**src/rtl/toy_bus_arb_node_mem.sv**
```systemverilog
// -----------------------------------------------------------------------------
// toy_bus_arb_node_mem
//   Four-port round-robin request arbiter in front of a single memory target.
//   Requests from in0..in3 are merged onto out0_req_*. Acks from out0_ack_* are
//   routed back to the port whose PORTn_ID matches out0_ack_tgt_id. Acks that
//   match no port are dropped.
//
//   Optional feature (macro TOY_BUS_ARB_OUT_REG_EN):
//     defined   : out0_req_* is driven from a 1-entry register slice (latency 1,
//                 full throughput).
//     undefined : out0_req_* is a combinational mux of the granted input
//                 (latency 0).
//
// Ports
//   clk, rst_n                     clock, asynchronous active-low reset
//   inN_req_vld / inN_req_rdy      upstream request handshake (N = 0..3)
//   inN_req_addr/strb/data/opcode/src_id/tgt_id   upstream request payload
//   inN_ack_vld / inN_ack_rdy      upstream ack handshake
//   inN_ack_opcode/data/src_id/tgt_id             ack payload (broadcast)
//   out0_req_vld / out0_req_rdy    request to the memory target, plus payload
//   out0_ack_vld / out0_ack_rdy    ack from the memory target, plus payload
//   ack_route_err                  one-cycle pulse after an ack is dropped
// -----------------------------------------------------------------------------
module toy_bus_arb_node_mem #(
  parameter logic [3:0] PORT0_ID  = 4'd0,
  parameter logic [3:0] PORT1_ID  = 4'd1,
  parameter logic [3:0] PORT2_ID  = 4'd2,
  parameter logic [3:0] PORT3_ID  = 4'd3,
  parameter int         MAX_OUTST = 4
) (
  input  logic        clk,
  input  logic        rst_n,
  // upstream port 0
  input  logic        in0_req_vld,
  output logic        in0_req_rdy,
  input  logic [31:0] in0_req_addr,
  input  logic [3:0]  in0_req_strb,
  input  logic [31:0] in0_req_data,
  input  logic        in0_req_opcode,
  input  logic [3:0]  in0_req_src_id,
  input  logic [3:0]  in0_req_tgt_id,
  output logic        in0_ack_vld,
  input  logic        in0_ack_rdy,
  output logic        in0_ack_opcode,
  output logic [31:0] in0_ack_data,
  output logic [3:0]  in0_ack_src_id,
  output logic [3:0]  in0_ack_tgt_id,
  // upstream port 1
  input  logic        in1_req_vld,
  output logic        in1_req_rdy,
  input  logic [31:0] in1_req_addr,
  input  logic [3:0]  in1_req_strb,
  input  logic [31:0] in1_req_data,
  input  logic        in1_req_opcode,
  input  logic [3:0]  in1_req_src_id,
  input  logic [3:0]  in1_req_tgt_id,
  output logic        in1_ack_vld,
  input  logic        in1_ack_rdy,
  output logic        in1_ack_opcode,
  output logic [31:0] in1_ack_data,
  output logic [3:0]  in1_ack_src_id,
  output logic [3:0]  in1_ack_tgt_id,
  // upstream port 2
  input  logic        in2_req_vld,
  output logic        in2_req_rdy,
  input  logic [31:0] in2_req_addr,
  input  logic [3:0]  in2_req_strb,
  input  logic [31:0] in2_req_data,
  input  logic        in2_req_opcode,
  input  logic [3:0]  in2_req_src_id,
  input  logic [3:0]  in2_req_tgt_id,
  output logic        in2_ack_vld,
  input  logic        in2_ack_rdy,
  output logic        in2_ack_opcode,
  output logic [31:0] in2_ack_data,
  output logic [3:0]  in2_ack_src_id,
  output logic [3:0]  in2_ack_tgt_id,
  // upstream port 3
  input  logic        in3_req_vld,
  output logic        in3_req_rdy,
  input  logic [31:0] in3_req_addr,
  input  logic [3:0]  in3_req_strb,
  input  logic [31:0] in3_req_data,
  input  logic        in3_req_opcode,
  input  logic [3:0]  in3_req_src_id,
  input  logic [3:0]  in3_req_tgt_id,
  output logic        in3_ack_vld,
  input  logic        in3_ack_rdy,
  output logic        in3_ack_opcode,
  output logic [31:0] in3_ack_data,
  output logic [3:0]  in3_ack_src_id,
  output logic [3:0]  in3_ack_tgt_id,
  // memory target
  output logic        out0_req_vld,
  input  logic        out0_req_rdy,
  output logic [31:0] out0_req_addr,
  output logic [3:0]  out0_req_strb,
  output logic [31:0] out0_req_data,
  output logic        out0_req_opcode,
  output logic [3:0]  out0_req_src_id,
  output logic [3:0]  out0_req_tgt_id,
  input  logic        out0_ack_vld,
  output logic        out0_ack_rdy,
  input  logic        out0_ack_opcode,
  input  logic [31:0] out0_ack_data,
  input  logic [3:0]  out0_ack_src_id,
  input  logic [3:0]  out0_ack_tgt_id,
  output logic        ack_route_err
);

  localparam logic [15:0] PORT_IDS  = {PORT3_ID, PORT2_ID, PORT1_ID, PORT0_ID};
  localparam logic [3:0]  MAX_OUT_W = 4'(MAX_OUTST);

  // ---------------------------------------------------------------------------
  // Gather the four upstream ports into indexable arrays
  // ---------------------------------------------------------------------------
  logic [3:0]  w_req_vld;
  logic [31:0] w_req_addr [4];
  logic [3:0]  w_req_strb [4];
  logic [31:0] w_req_data [4];
  logic        w_req_op   [4];
  logic [3:0]  w_req_src  [4];
  logic [3:0]  w_req_tgt  [4];
  logic [3:0]  w_req_rdy;
  logic [3:0]  w_ack_rdy;
  logic [3:0]  w_ack_vld;

  assign w_req_vld  = {in3_req_vld, in2_req_vld, in1_req_vld, in0_req_vld};
  assign w_req_addr[0] = in0_req_addr;   assign w_req_addr[1] = in1_req_addr;
  assign w_req_addr[2] = in2_req_addr;   assign w_req_addr[3] = in3_req_addr;
  assign w_req_strb[0] = in0_req_strb;   assign w_req_strb[1] = in1_req_strb;
  assign w_req_strb[2] = in2_req_strb;   assign w_req_strb[3] = in3_req_strb;
  assign w_req_data[0] = in0_req_data;   assign w_req_data[1] = in1_req_data;
  assign w_req_data[2] = in2_req_data;   assign w_req_data[3] = in3_req_data;
  assign w_req_op[0]   = in0_req_opcode; assign w_req_op[1]   = in1_req_opcode;
  assign w_req_op[2]   = in2_req_opcode; assign w_req_op[3]   = in3_req_opcode;
  assign w_req_src[0]  = in0_req_src_id; assign w_req_src[1]  = in1_req_src_id;
  assign w_req_src[2]  = in2_req_src_id; assign w_req_src[3]  = in3_req_src_id;
  assign w_req_tgt[0]  = in0_req_tgt_id; assign w_req_tgt[1]  = in1_req_tgt_id;
  assign w_req_tgt[2]  = in2_req_tgt_id; assign w_req_tgt[3]  = in3_req_tgt_id;
  assign w_ack_rdy     = {in3_ack_rdy, in2_ack_rdy, in1_ack_rdy, in0_ack_rdy};

  assign in0_req_rdy = w_req_rdy[0];
  assign in1_req_rdy = w_req_rdy[1];
  assign in2_req_rdy = w_req_rdy[2];
  assign in3_req_rdy = w_req_rdy[3];
  assign in0_ack_vld = w_ack_vld[0];
  assign in1_ack_vld = w_ack_vld[1];
  assign in2_ack_vld = w_ack_vld[2];
  assign in3_ack_vld = w_ack_vld[3];

  // ---------------------------------------------------------------------------
  // Arbitration state
  // ---------------------------------------------------------------------------
  logic [1:0] r_ptr;       // round-robin priority pointer
  logic       r_lock;      // grant held from the previous cycle
  logic [1:0] r_gnt_idx;   // port held while r_lock is set
  logic [2:0] r_outst;     // requests accepted by the target, not yet acked

  logic       w_rr_found;
  logic [1:0] w_rr_idx;
  logic       w_gnt_vld;
  logic [1:0] w_gnt_idx;
  logic [3:0] w_inflight;
  logic       w_below;
  logic       w_stage_rdy;
  logic       w_take;      // request handshake on the granted upstream port
  logic       w_out_hs;    // request handshake on out0
  logic       w_ack_hs;    // ack handshake on out0

  // Search the ports starting at the pointer; first requester wins.
  // NOTE: every always_comb output gets a default before any branch so no
  // path leaves it unassigned, which would otherwise infer a latch.
  always_comb begin
    w_rr_found = 1'b0;
    w_rr_idx   = r_ptr;
    for (int i = 0; i < 4; i++) begin
      logic [1:0] cand;
      cand = r_ptr + 2'(i);
      if (!w_rr_found && w_req_vld[cand]) begin
        w_rr_found = 1'b1;
        w_rr_idx   = cand;
      end
    end
  end

  assign w_gnt_idx = r_lock ? r_gnt_idx : w_rr_idx;
  assign w_gnt_vld = r_lock ? w_req_vld[r_gnt_idx] : w_rr_found;

  // An entry sitting in the register slice counts as in flight as well, so the
  // target never sees more than MAX_OUTST requests it has not acked.
`ifdef TOY_BUS_ARB_OUT_REG_EN
  logic r_slc_vld;
  assign w_inflight = {1'b0, r_outst} + {3'b000, r_slc_vld};
`else
  assign w_inflight = {1'b0, r_outst};
`endif
  assign w_below = (w_inflight < MAX_OUT_W);

  // rst_n gates the ready/valid outputs directly so they are 0 for the whole
  // reset interval, not only after the first clock edge.
  assign w_take = rst_n && w_gnt_vld && w_below && w_stage_rdy;

  always_comb begin
    w_req_rdy = 4'b0000;
    if (rst_n && w_gnt_vld && w_below && w_stage_rdy) w_req_rdy[w_gnt_idx] = 1'b1;
  end

  // ---------------------------------------------------------------------------
  // Output stage
  // ---------------------------------------------------------------------------
`ifdef TOY_BUS_ARB_OUT_REG_EN
  logic [31:0] r_slc_addr;
  logic [3:0]  r_slc_strb;
  logic [31:0] r_slc_data;
  logic        r_slc_op;
  logic [3:0]  r_slc_src;
  logic [3:0]  r_slc_tgt;

  // Accept when empty, or when the current entry leaves this same cycle.
  assign w_stage_rdy = !r_slc_vld || out0_req_rdy;
  assign w_out_hs    = r_slc_vld && out0_req_rdy;

  always_ff @(posedge clk or negedge rst_n) begin
    if (!rst_n)        r_slc_vld <= 1'b0;
    else if (w_take)   r_slc_vld <= 1'b1;
    else if (w_out_hs) r_slc_vld <= 1'b0;
  end

  // NOTE: payload is qualified by r_slc_vld, so it carries no reset; only the
  // control bit needs one.
  always_ff @(posedge clk) begin
    if (w_take) begin
      r_slc_addr <= w_req_addr[w_gnt_idx];
      r_slc_strb <= w_req_strb[w_gnt_idx];
      r_slc_data <= w_req_data[w_gnt_idx];
      r_slc_op   <= w_req_op[w_gnt_idx];
      r_slc_src  <= w_req_src[w_gnt_idx];
      r_slc_tgt  <= w_req_tgt[w_gnt_idx];
    end
  end

  assign out0_req_vld    = r_slc_vld;
  assign out0_req_addr   = r_slc_addr;
  assign out0_req_strb   = r_slc_strb;
  assign out0_req_data   = r_slc_data;
  assign out0_req_opcode = r_slc_op;
  assign out0_req_src_id = r_slc_src;
  assign out0_req_tgt_id = r_slc_tgt;
`else
  assign w_stage_rdy     = out0_req_rdy;
  assign out0_req_vld    = rst_n && w_gnt_vld && w_below;
  assign w_out_hs        = out0_req_vld && out0_req_rdy;
  assign out0_req_addr   = w_req_addr[w_gnt_idx];
  assign out0_req_strb   = w_req_strb[w_gnt_idx];
  assign out0_req_data   = w_req_data[w_gnt_idx];
  assign out0_req_opcode = w_req_op[w_gnt_idx];
  assign out0_req_src_id = w_req_src[w_gnt_idx];
  assign out0_req_tgt_id = w_req_tgt[w_gnt_idx];
`endif

  // ---------------------------------------------------------------------------
  // Ack routing: scan high to low so the lowest matching port wins.
  // ---------------------------------------------------------------------------
  logic       w_ack_hit;
  logic [1:0] w_ack_sel;

  always_comb begin
    w_ack_hit = 1'b0;
    w_ack_sel = 2'd0;
    for (int i = 3; i >= 0; i--) begin
      if (out0_ack_tgt_id == PORT_IDS[i*4 +: 4]) begin
        w_ack_hit = 1'b1;
        w_ack_sel = 2'(i);
      end
    end
  end

  always_comb begin
    w_ack_vld = 4'b0000;
    if (out0_ack_vld && w_ack_hit) w_ack_vld[w_ack_sel] = 1'b1;
  end

  // Unroutable acks are always consumed so they cannot block the target.
  assign out0_ack_rdy = w_ack_hit ? w_ack_rdy[w_ack_sel] : 1'b1;
  assign w_ack_hs     = out0_ack_vld && out0_ack_rdy;

  assign in0_ack_opcode = out0_ack_opcode;
  assign in1_ack_opcode = out0_ack_opcode;
  assign in2_ack_opcode = out0_ack_opcode;
  assign in3_ack_opcode = out0_ack_opcode;
  assign in0_ack_data   = out0_ack_data;
  assign in1_ack_data   = out0_ack_data;
  assign in2_ack_data   = out0_ack_data;
  assign in3_ack_data   = out0_ack_data;
  assign in0_ack_src_id = out0_ack_src_id;
  assign in1_ack_src_id = out0_ack_src_id;
  assign in2_ack_src_id = out0_ack_src_id;
  assign in3_ack_src_id = out0_ack_src_id;
  assign in0_ack_tgt_id = out0_ack_tgt_id;
  assign in1_ack_tgt_id = out0_ack_tgt_id;
  assign in2_ack_tgt_id = out0_ack_tgt_id;
  assign in3_ack_tgt_id = out0_ack_tgt_id;

  // ---------------------------------------------------------------------------
  // Sequential state
  // ---------------------------------------------------------------------------
  logic r_route_err;
  assign ack_route_err = r_route_err;

  // NOTE: state registers use non-blocking assignments so every flop samples
  // values from before the edge, independent of statement order.
  always_ff @(posedge clk or negedge rst_n) begin
    if (!rst_n) begin
      r_ptr       <= 2'd0;
      r_lock      <= 1'b0;
      r_gnt_idx   <= 2'd0;
      r_outst     <= 3'd0;
      r_route_err <= 1'b0;
    end else begin
      // Hold the grant until the granted request is actually taken, keeping
      // out0 payload stable while the target back-pressures.
      r_lock    <= w_gnt_vld && !w_take;
      r_gnt_idx <= w_gnt_idx;
      if (w_take) r_ptr <= w_gnt_idx + 2'd1;

      // Saturating counter; simultaneous inc and dec hold.
      if (w_out_hs && !w_ack_hs) begin
        if (r_outst != 3'd7) r_outst <= r_outst + 3'd1;
      end else if (w_ack_hs && !w_out_hs) begin
        if (r_outst != 3'd0) r_outst <= r_outst - 3'd1;
      end

      r_route_err <= out0_ack_vld && !w_ack_hit;
    end
  end

endmodule

```
**config.mk**
```make
export PLATFORM = sky130hd
export DESIGN_NAME = toy_bus_arb_node_mem
export DESIGN_NICKNAME = d
export VERILOG_FILES = /design/src/rtl/toy_bus_arb_node_mem.sv
export SDC_FILE = /design/constraint.sdc
export NUM_CORES = 1
export LEC_CHECK = 0
export CAP_MARGIN = 20
export CORE_AREA = 2 2 236 238
export CTS_BUF_LIST = sky130_fd_sc_hd__clkbuf_16
export DETAILED_ROUTE_END_ITERATION = 7
export DIE_AREA = 0 0 238 240
export SKIP_LAST_GASP = 1
export SYNTH_ARGS = -nofsm -noshare
export SYNTH_HDL_FRONTEND = slang
export SYNTH_SLANG_ARGS = --single-unit
```
**constraint.sdc**
```tcl
create_clock -name clk -period 5.7 [get_ports clk]
set_input_delay 1.14 -clock clk [delete_from_list [all_inputs] [get_ports clk]]
set_output_delay 1.14 -clock clk [all_outputs]
set_load 0.1 [all_outputs]
```
; ---- After elaboration in Yosys (flattened, before gate mapping)
; Index checks and enable logic that the tools add are counted.
[totals]
inputBits = 361
reg_bits = 9
wordCells = 111
out_inout_bits = 252
[classes]
n_addsub = 6
n_reduce_logical = 25
n_mux = 58
n_eq_ne = 5
magnitude_cmp = 11
bitwise = 1
[op_table]
columns = operator, n
row1 = binary-select mux 32 bit (select 2 bit), 2
row2 = 2-to-1 mux 32 bit, 4
row3 = 2-to-1 mux 4 bit, 8
row4 = binary-select mux 4 bit (select 2 bit), 3
row5 = "less-than comparator 2 x 3 -> 1 bit, second input constant", 7
row6 = 2-to-1 mux 1 bit, 20
row7 = 2-to-1 mux 2 bit, 8
row8 = binary-select mux 1 bit (select 2 bit), 7
row9 = logical AND 1 bit, 14
row10 = 2-to-1 mux 3 bit, 4
row11 = "equality test 4 x 2 -> 1 bit, second input constant", 2
row12 = logical NOT 1 bit, 6
row13 = "adder 2 x 1 -> 2 bit, second input constant", 2
row14 = "adder 2 bit, second input constant", 2
row15 = demux 1 bit (select 2 bit), 2
row16 = "equality test 4 x 1 -> 1 bit, second input constant", 1
row17 = "greater-or-equal comparator 2 x 1 -> 1 bit, second input constant", 2
row18 = logical NOT 4 bit, 1
row19 = nonzero test 2 bit, 2
row20 = "adder 3 x 1 -> 3 bit, second input constant", 1
row21 = "greater-or-equal comparator 3 bit, second input constant", 1
row22 = "less-than comparator 3 bit, second input constant", 1
row23 = "inequality test 3 bit, second input constant", 1
row24 = inverter 2 -> 3 bit, 1
row25 = 4 further kinds, 4

; ---- Depth between registers and ports, before layout
[depth]
word_depth = 20
mapped_depth = 13
depth_no_buf = 10

; ---- Worst setup path before layout
; OpenSTA, ideal clock, no wires.
[synth_path]
path_type = input -> output
startpoint = in in1_req_vld
endpoint = out out0_req_vld
t_arrival_ns = 4.083
t_required_ns = 4.560
cell_stages = 5
slack_ns = 0.477
path_buffers = 1
path_cell_list = clkbuf_1 > a2111oi_0 > o31ai_1 > nand2_1 > nor3b_1
[synth_via]
elab_chain_len = 15
word_cells_on_any_way = 23
[synth_rtl]
columns = element, line_no
row1 = start: declaration, 49  ; input logic in1_req_vld,
row2 = binary-select mux 1 bit (select 2 bit), 180  ; if (!w_rr_found && w_req_vld[cand]) begin
row3 = 2-to-1 mux 1 bit (not written as such), 180
row4 = 2-to-1 mux 1 bit, 180
row5 = logical NOT 1 bit, 180
row6 = logical AND 1 bit, 180
row7 = 2-to-1 mux 1 bit, 180
row8 = logical NOT 1 bit, 180
row9 = logical AND 1 bit, 180
row10 = 2-to-1 mux 1 bit, 180
row11 = logical NOT 1 bit, 180
row12 = logical AND 1 bit, 180
row13 = 2-to-1 mux 1 bit, 180
row14 = 2-to-1 mux 1 bit *, 188  ; assign w_gnt_vld = r_lock ? w_req_vld[r_gnt_idx] : w_rr_found;
row15 = logical AND 1 bit * (2 in series), 252  ; assign out0_req_vld = rst_n && w_gnt_vld && w_below;
row16 = end: declaration, 94  ; output logic out0_req_vld,
; Mark *: on every way between the ends. The rest lies on a longest branch, timed or not. The select of a mux whose other input is x is not followed.

; ---- Worst setup path after layout
[layout_path]
startpoint = in in3_req_vld
endpoint = out out0_req_addr[29]
[layout_via]
elab_chain_len = 17
word_cells_on_any_way = 25
[layout_rtl]
columns = element, line_no
row1 = start: declaration, 79  ; input logic in3_req_vld,
row2 = binary-select mux 1 bit (select 2 bit), 180
row3 = 2-to-1 mux 1 bit (not written as such), 180
row4 = 2-to-1 mux 1 bit, 180
row5 = logical NOT 1 bit, 180
row6 = logical AND 1 bit, 180
row7 = 2-to-1 mux 1 bit, 180
row8 = logical NOT 1 bit, 180
row9 = logical AND 1 bit, 180
row10 = 2-to-1 mux 1 bit, 180
row11 = logical NOT 1 bit, 180
row12 = logical AND 1 bit, 180
row13 = 2-to-1 mux 2 bit *, 180
row14 = 2-to-1 mux 2 bit *, 187  ; assign w_gnt_idx = r_lock ? r_gnt_idx : w_rr_idx;
row15 = inverter 2 -> 3 bit (not written as such) *, 254  ; assign out0_req_addr = w_req_addr[w_gnt_idx];
row16 = binary-select mux 32 bit (select 2 bit) *, 254
row17 = 2-to-1 mux 32 bit (not written as such) * (2 in series), 254
row18 = end: declaration, 96  ; output logic [31:0] out0_req_addr,
; Marked as above.

==> results.yml <==
global_route:
  track_usage: 0.100
  grt_max_degree: 31
  gr-total-overflow: 0
  antenna_found_initial: 14
  grt_pass1_vias: 4346
  grt_pass1_wl_mm: 38.8
die:
  fp.dieW_um: 238
  core_area_mm2: 0.0547
  start_util: 0.0714
  io_pins: 613
  chipHeight_um: 240
  dieArea_mm2: 0.0571
  rows: 86
synth:
  netlist_area_mm2: 0.00390
  syn_inst: 354
  synth.ff_latch_count: 9
  async_reset_ff_frac: 1.00
  synth-edff-count: 0
  synth_cell_type_count: 36
  synth.yosys.seq_area_share: 0.0577
  syn_area_per_cell_um2: 11.0
  synth-main-ff-cell: "dfrtp_1"
  synth_nets: 720
  yosysWarningCount: 0
final_layout:
  drive_gt1_frac: 0.305
  instances_no_fill: 1319
  syn2layout_area_growth_pct: 113
  nNetsFinal: 977
clock_network:
  cts.sinks: 9
  clockBufferDepth: 2
  clk_latency_ns: 0.24
  cts_htree_levels: 1
  holdBufCountCts: 0
  cts.repair.resized: 0
  cts_setup_buffers: 0
  tritoncts: "done"
  clk_pin_slew_ns: 0.04
  cts-root-buf: "clkbuf_16"
  cts_inserted_buffers: 3
critical_path:
  crit_fanout: 17
  path_cells: "clkdlybuf4s50_1 > inv_1 > a21o_1 > a21oi_1 > a22o_4 > buf_4 > mux4_2 > buf_12"
  cp_slowest_cell: "clkdlybuf4s50_1"
  crit_required_ns: 4.56
  path_delay_family: "buffers and inverters"
  crit_type: "input port to output pin"
  arrival_ns: 3.90
  end_kind: "output pin"
  cp.depth: 8
  start_kind: "input port"
  worst-path-buf-inv: 4
  reg2reg_depth: 9
  slowest_delay_ns: 0.62
drt:
  wl_per_cell_um: 23.6
  dr.pass1.iters: 4
  drt_iter0_markers: 209
  routed_via_density: 3.20
  totalWireLength_mm: 31.1
  vias: 4221
  postRouteAntennaNets: 0
  route.detailed.drc: 0
timing:
  fin_skew_ns: 0.00479
  hold_viol: 0
  rsz0062_at_grt: "false"
  fin_tns_setup_ns: 0
  setup_viol: 0
  min_period_ns: 5.04
  timing.fmax_mhz: 199
  drv_slew: 0
  period_share: 0.884
  slew_headroom: 0.349
  fin_ws_ns: 0.663
  tightest_slew_ns: 0.973
placement:
  dp.cells: 1310
  dp_hpwl_mm: 27.3
  dp_slack_ns: 0.627
  portBuffers: 427
  place_congestion: 0.879
run:
  maxCapViolCount: 0
hold_path:
  min_path_cells: 2
  hold_class: "register to register"
run_status:
  status: "finished, final reports clean"
[cell type report]
type	instances	area [um2]
repair buffers	438	4790
flip-flops and latches	9	225
multi-input cells	155	2320
inverters	4	15.0
clock buffers	3	75.1
diodes	5	12.5
clock inverters	1	3.75
well taps	704	881
fillers	6037	46300
[cell usage after synthesis (2+ instances only)]
master | count | share of area
a21o_1 | 2 | 0.0038
a21oi_1 | 5 | 0.0064
and2_1 | 5 | 0.0080
and3_1 | 3 | 0.0048
buf_2 | 13 | 0.017
buf_4 | 164 | 0.32
buf_6 | 4 | 0.012
clkbuf_1 | 5 | 0.0048
dfrtp_1 | 9 | 0.058
ha_1 | 4 | 0.013
inv_1 | 4 | 0.0038
mux2_2 | 3 | 0.0087
mux4_2 | 80 | 0.46
nand2_1 | 10 | 0.0096
nand2b_1 | 5 | 0.0080
nand3_1 | 2 | 0.0026
nor2_1 | 10 | 0.0096
nor2b_1 | 2 | 0.0032
nor3b_1 | 2 | 0.0038
o21ai_0 | 5 | 0.0064
or3_1 | 2 | 0.0032
[cells by family (layout without fill, tap and decap cells)]
group	count (synthesis)	after routing	synth area share
multiplexers	83	83	0.470
other	0	5	0
adder cells (fa/ha/maj)	5	5	0.0180
flip-flops	9	9	0.0577
AND/OR/NAND/NOR	46	46	0.0625
buffers and inverters	190	446	0.352
AO/OA/AOI/OAI	21	21	0.0388
[worst register-to-register path: stages (launching register included)]
cell and delay, ns:
dfrtp_1 0.48, nor2b_1 0.24, a2111oi_0 0.12, o31ai_1 0.37, and3_1 0.51, nand2_1 0.13, fa_1 0.49, mux2_2 0.29
nand2_1 0.07, o211ai_1 0.09
[metrics by stage]
stage	utilization	cell area (um2)	hold WS (ns)
after global placement	0.151	8230	0.591
after floorplan	-	3900	0.564
after detailed placement	0.151	8230	0.628
after global routing	0.152	8320	0.693
after CTS	0.152	8310	0.637
final	0.152	8320	0.638
[flip-flops by register name, summed over array words and instances (netlist names)]
| signal | flops |
|---|---|
| r_outst | 3 |
| r_ptr | 2 |
| r_gnt_idx | 2 |
| ack_route_err | 1 |
| r_lock | 1 |
[routing by layer]
metal / vias to the layer above / part of all wire / track usage
li1: 1687 / - / -
met1: 2020 / 0.38 / 0.120
met2: 470 / 0.44 / 0.152
met3: 36 / 0.14 / 0.0520
met4: 8 / 0.028 / 0.0347
met5: - / 0.0016 / 0
[layout by cell type, fill, tap and decap left out, drive strengths merged, types with 2 or more instances in the layout]
cell type        n
a21o             2
o21ai            5
mux2             3
and2             5
or3              2
ha               4
nand3            2
clkbuf           3
a21oi            5
nand2b           5
clkdlybuf4s50  341
nor2b            2
mux4            80
nor3b            2
dfrtp            9
diode            5
nor2            10
inv              5
buf             97
nand2           10
and3             3
[path summary, 6_finish.rpt]
check	slack, ns	startpoint	endpoint
setup / recovery	0.66	in3_req_vld	out0_req_addr[29]
hold / removal	0.64	r_outst[1]	r_outst[1]
setup reg to reg	2.76	r_ptr[0]	r_outst[1]
hold reg to reg	0.64	r_outst[1]	r_outst[1]
max in group asynchronous	4.14	rst_n	r_outst[1]
min in group asynchronous	1.23	rst_n	ack_route_err
Power is left out: the tool's default activity adds up to more than one toggle a clock period on the data nets, which glitch-free logic cannot reach.
